### config.mk
export PLATFORM = sky130hd
export DESIGN_NAME = max_seq_ctrl
export DESIGN_NICKNAME = d
export VERILOG_FILES = /design/src/rtl/max_seq_ctrl.sv
export SDC_FILE = /design/constraint.sdc
export NUM_CORES = 1
export LEC_CHECK = 0
export BUFFER_PORTS_ARGS = -buffer_cell sky130_fd_sc_hd__buf_2
export CORE_AREA = 2 2 39 41
export CTS_CLUSTER_DIAMETER = 150
export CTS_CLUSTER_SIZE = 40
export DETAILED_ROUTE_END_ITERATION = 7
export DIE_AREA = 0 0 41 43
export GPL_TIMING_DRIVEN = 0
export PLACE_DENSITY = 0.79
export SYNTH_ARGS = -nofsm -noshare
export SYNTH_HDL_FRONTEND = slang
export SYNTH_SLANG_ARGS = --single-unit
### constraint.sdc
create_clock -name clk -period 3.3 [get_ports clk]
set_input_delay 0.33 -clock clk [delete_from_list [all_inputs] [get_ports clk]]
set_output_delay 0.33 -clock clk [all_outputs]
set_load 0.02 [all_outputs]
### src/rtl/max_seq_ctrl.sv
// -----------------------------------------------------------------------------
// max_seq_ctrl
//
// Purpose:
//   Streams a frame of unsigned operands in over a valid/ready handshake and
//   reports the largest operand of the frame once the last beat is taken.
//   The result is held until the consumer accepts it. No new beat is taken
//   while a result is pending. Frames longer than 2^CNT_W beats are flagged
//   with a sticky overflow bit.
//
// Build option:
//   MAX_SEQ_IDX_EN - when defined, the block also tracks the zero-based
//                    index of the winning beat and drives it on out_idx.
//                    When undefined, the index register and the out_idx
//                    port do not exist.
//
// Parameters:
//   WIDTH  - operand width in bits (unsigned)
//   CNT_W  - beat-index width; nominal maximum frame length is 2^CNT_W
//
// Ports:
//   clk        in   single clock, rising edge
//   rst        in   synchronous, active-high reset
//   in_valid   in   operand beat offered
//   in_ready   out  block can accept a beat (IDLE or ACCUM)
//   in_data    in   operand
//   in_last    in   beat is the final beat of its frame
//   out_valid  out  frame result available (exactly while in HOLD)
//   out_ready  in   consumer takes the result
//   out_max    out  maximum operand of the frame
//   out_ovf    out  frame exceeded 2^CNT_W beats
//   out_idx    out  index of the winning beat (MAX_SEQ_IDX_EN only)
// -----------------------------------------------------------------------------
module max_seq_ctrl #(
   parameter int WIDTH = 3,
   parameter int CNT_W = 4
) (
   input  logic             clk,
   input  logic             rst,
   input  logic             in_valid,
   output logic             in_ready,
   input  logic [WIDTH-1:0] in_data,
   input  logic             in_last,
   output logic             out_valid,
   input  logic             out_ready,
   output logic [WIDTH-1:0] out_max,
   output logic             out_ovf
`ifdef MAX_SEQ_IDX_EN
   ,
   output logic [CNT_W-1:0] out_idx
`endif
);

   // FSM encoding
   localparam logic [1:0] S_IDLE  = 2'd0;
   localparam logic [1:0] S_ACCUM = 2'd1;
   localparam logic [1:0] S_HOLD  = 2'd2;

   // Saturation value of the beat counter, also the all-ones index.
   localparam logic [CNT_W-1:0] CNT_MAX = '1;

   logic [1:0]       state_q, state_d;
   logic [WIDTH-1:0] max_q,   max_d;
   logic [CNT_W-1:0] cnt_q,   cnt_d;
   logic             ovf_q,   ovf_d;
   // Set once a beat has occupied index CNT_MAX; the next accepted beat of
   // the same frame is then beyond 2^CNT_W and raises the overflow flag.
   logic             full_q,  full_d;
`ifdef MAX_SEQ_IDX_EN
   logic [CNT_W-1:0] idx_q,   idx_d;
`endif

   logic accept;
   logic take_result;

   // in_ready is decoded from legal accepting states only, so an illegal
   // encoding never swallows a beat before it is steered back to IDLE.
   assign in_ready    = (state_q == S_IDLE) || (state_q == S_ACCUM);
   assign out_valid   = (state_q == S_HOLD);
   assign accept      = in_valid && in_ready;
   assign take_result = out_valid && out_ready;

   // ---------------------------------------------------------------------------
   // Next-state and datapath update
   // ---------------------------------------------------------------------------
   always_comb begin
      // NOTE: every signal driven here gets a default first, so no path can
      // leave it unassigned and infer a latch.
      state_d = state_q;
      max_d   = max_q;
      cnt_d   = cnt_q;
      ovf_d   = ovf_q;
      full_d  = full_q;
`ifdef MAX_SEQ_IDX_EN
      idx_d   = idx_q;
`endif

      unique case (state_q)
         S_IDLE: begin
            if (accept) begin
               // First beat of a frame seeds the running maximum.
               max_d  = in_data;
               cnt_d  = CNT_W'(1);
               ovf_d  = 1'b0;
               full_d = 1'b0;
`ifdef MAX_SEQ_IDX_EN
               idx_d  = '0;
`endif
               state_d = in_last ? S_HOLD : S_ACCUM;
            end
         end

         S_ACCUM: begin
            if (accept) begin
               // Strict compare: on a tie the earlier beat keeps the win.
               if (in_data > max_q) begin
                  max_d = in_data;
`ifdef MAX_SEQ_IDX_EN
                  // cnt_q is this beat's index, or all-ones once saturated.
                  idx_d = cnt_q;
`endif
               end

               if (cnt_q == CNT_MAX) begin
                  // Counter is saturated: the first beat here fills the last
                  // index, any further beat overflows the frame.
                  if (full_q) begin
                     ovf_d = 1'b1;
                  end else begin
                     full_d = 1'b1;
                  end
               end else begin
                  cnt_d = cnt_q + CNT_W'(1);
               end

               if (in_last) begin
                  state_d = S_HOLD;
               end
            end
         end

         S_HOLD: begin
            // Result registers are frozen here; only the handshake leaves.
            if (take_result) begin
               state_d = S_IDLE;
            end
         end

         default: begin
            state_d = S_IDLE;
         end
      endcase
   end

   // ---------------------------------------------------------------------------
   // State registers
   // ---------------------------------------------------------------------------
   // NOTE: the datapath registers are reset along with the FSM so the result
   // outputs are defined (never X) even before the first frame completes.
   always_ff @(posedge clk) begin
      // NOTE: non-blocking assignments so every register samples the values
      // from before this edge, independent of statement order.
      if (rst) begin
         state_q <= S_IDLE;
         max_q   <= '0;
         cnt_q   <= '0;
         ovf_q   <= 1'b0;
         full_q  <= 1'b0;
`ifdef MAX_SEQ_IDX_EN
         idx_q   <= '0;
`endif
      end else begin
         state_q <= state_d;
         max_q   <= max_d;
         cnt_q   <= cnt_d;
         ovf_q   <= ovf_d;
         full_q  <= full_d;
`ifdef MAX_SEQ_IDX_EN
         idx_q   <= idx_d;
`endif
      end
   end

   // Result outputs come straight from registers, so they stay stable for
   // the whole HOLD period.
   assign out_max = max_q;
   assign out_ovf = ovf_q;
`ifdef MAX_SEQ_IDX_EN
   assign out_idx = idx_q;
`endif

endmodule

==> metrics.csv <==
stage;metric;value;unit
sta;worst setup margin;1.75;ns
worst_setup_path;Crit Path Category;flip-flop to flip-flop;
yosys;Syn Inst Count;67;
sta;Setup TNS;0;ns
routing;Initial DRC Count;4;
sta;final setup violating endpoints;0;
layout;fin util;50.3;%
yosys;register area share after synthesis;37.7;%
flow_run;max_cap viols;0;
routing;drt pass-1 iters;4;
placement;dpl cell area;669;um2
routing;Routed WL per cell;10.6;um
sta;Worst Skew;0.000718;ns
sta;worst slew pin tran;0.410;ns
floorplan;DIE AREA;1760;um2
floorplan;Starting Density;42.2;%
global_routing;met2 Usage GRT;27.5;%
clock_tree;clock-pin slew on the worst setup and hold paths;0.07;ns
power_and_ir_drop;leakage;0.303;nW
layout;Filler Cell Count;138;
sta;Fin. Hold Viols;0;
layout;Layout area overhead;19.1;%
worst_setup_path;Crit path buffers/inverters;1;
global_routing;M3 GR Usage;3.14;%
min_path;Hold/Removal Path Class;input pin to flip-flop;
routing;final wirelength;1.06;mm
worst_setup_path;CP delay by family, top;compound AO/OA/AOI/OAI gates;
clock_tree;clock sinks;11;
global_routing;vias in the first global route;510;
floorplan;FP Rows;14;
global_routing;met1 track demand over resource;19.3;%
power_and_ir_drop;total power;0.284;mW
worst_setup_path;startpoint types;flip-flop;
yosys;FF+latch count, synth;11;
yosys;Syn Nets;79;
clock_tree;CTS tree;built;
global_routing;initial antenna violation count;0;
placement;RD Place Congestion;0.716;
yosys;number of synthesized flops with an enable pin;0;
clock_tree;post-CTS resize count;0;
placement;Place WS;1.68;ns
worst_setup_path;Crit-path slowest cell;dfxtp_1;
layout;post-layout instance area;696;um2
sta;Period Utilization, post-route;46.8;%
floorplan;die extent in y;43;um
sta;relative slew slack;72.7;%
routing;via count;536;
floorplan;Ports;14;
global_routing;grt total ovfl;0;
clock_tree;CTS Hold Bufs;0;
routing;DRC violations left;0;
global_routing;largest net degree at the start of global routing;11;
worst_setup_path;Critical Path AT;1.70;ns
clock_tree;Clk Latency, worst-skew pair;0.26;ns
routing;via/cell ratio;5.36;
power_and_ir_drop;power per cell area;408;nW/um2
worst_setup_path;crit-path max cell delay;0.35;ns
yosys;Synth Flop Type;dfxtp_1;
worst_setup_path;crit path cell chain;inv_1 -> ha_1 -> nor2b_1 -> o21a_1 -> o311a_4 -> mux2i_1;
layout;Nets;97;
sta;unrepaired setup endpoints after global routing;no;
outcome;status;finished clean;
layout;antenna diode count;0;
routing;Final ANT Viol Nets;0;
global_routing;first-pass GRT wire length;2.04;mm
placement;post-DP HPWL;848;um
sta;Period minus WS final;1.55;ns
sta;Fmax;647;MHz
clock_tree;H-tree level count;1;
clock_tree;setup bufs post-CTS;0;
clock_tree;root buffer cell;clkbuf_4;
yosys;synth unique cells;24;
clock_tree;maximum root-to-sink buffer count;2;
worst_setup_path;crit end category;flip-flop;
global_routing;gr usage total;16.7;%
power_and_ir_drop;peak supply drop;205;uV
yosys;Mapped Area;584;um2
yosys;YS warnings;0;
sta;Final Max Slew Viols;0;
layout;fraction of layout cells with a size suffix above 1;25.0;%
worst_setup_path;Worst EP required;3.45;ns
floorplan;die width;41;um
global_routing;busiest grt layer;met2;
placement;I/O Buffers;13;
clock_tree;total CTS buffers;3;
worst_setup_path;Max FO, Critical Path;3;
yosys;Mean Syn Cell Area;8.72;um2
floorplan;core area;1380;um2
yosys;asr flop ratio synth;0;%
## registers in the layout (all words and copies together), names as in the netlist
name,flops
cnt_q,4
out_max,3
state_q,2
full_q,1
out_ovf,1
## final timing paths
check	startpoint	endpoint	slack (ns)	cells past startpoint
min reg2reg	out_ovf	out_ovf	0.47	2
min	in_last	state_q[0]	0.28	2
max reg2reg	out_max[1]	out_max[0]	1.75	6
max	out_max[1]	out_max[0]	1.75	6
## placed cells by master, fill, tap and decap left out, types with 3 or more instances in the layout
cell / count
buf_2: 14
dfxtp_1: 11
nor2_1: 9
nand2b_1: 7
inv_1: 5
ha_1: 4
nor2b_1: 3
o21ai_0: 3
a21oi_1: 3
mux2i_1: 3
clkbuf_4: 3
## layer usage
| layer | vias up | wire [um] |
|---|---|---|
| li1 | 273 | - |
| met5 | - | 0 |
| met4 | 0 | 12 |
| met3 | 2 | 37 |
| met1 | 252 | 465 |
| met2 | 9 | 541 |
## where the power goes
group	internal, mW	total [mW]	switching, mW
sequential	0.138	0.145	0.00636
clock	0.0467	0.0892	0.0426
combinational	0.0229	0.0495	0.0266
total	0.208	0.284	0.0755
## worst reg2reg max path, cell delays in order (launching register included)
cell	delay, ns
dfxtp_1	0.35
inv_1	0.05
ha_1	0.28
nor2b_1	0.13
o21a_1	0.17
o311a_4	0.33
mux2i_1	0.13
## synthesized netlist by cell type, drive strengths merged, types with 2 or more instances
master   n  area share (%)
ha       4             8.6
a211oi   2             2.6
inv      6             3.9
nand2b   7             7.5
o21ai    3             2.6
a32oi    2             3.0
dfxtp   11              38
nor2b    3             3.2
nand3    2             1.7
mux2i    3             5.1
nand4    2             2.1
nor2     9             5.8
a21oi    3             2.6
## kinds of logic after synthesis
| family | count (synthesis) | share of synthesized area, % |
|---|---|---|
| flops | 11 | 37.7 |
| mux | 3 | 5.14 |
| compound gates | 15 | 20.1 |
| buf+inv | 8 | 5.35 |
| fa+ha+maj | 4 | 8.57 |
| simple gates | 26 | 23.1 |
## stage by stage
stage	hold slack (ns)	instances
2_1_floorplan	0.436	67
3_3_place_gp	0.453	96
3_5_place_dp	0.459	96
4_1_cts	0.280	100
5_1_grt	0.288	100
6_report	0.279	100
## layout make-up
class	instances	area [um2]	share of cell area, %
timing repair buffer	13	65.1	9.35
tap	16	20.0	2.88
multi-input combinational	48	333	47.8
clock buffer	4	26.3	3.78
sequential	11	220	31.7
inverter	6	22.5	3.24
buffer	2	8.76	1.26
Power figures use the tool's default switching activity.
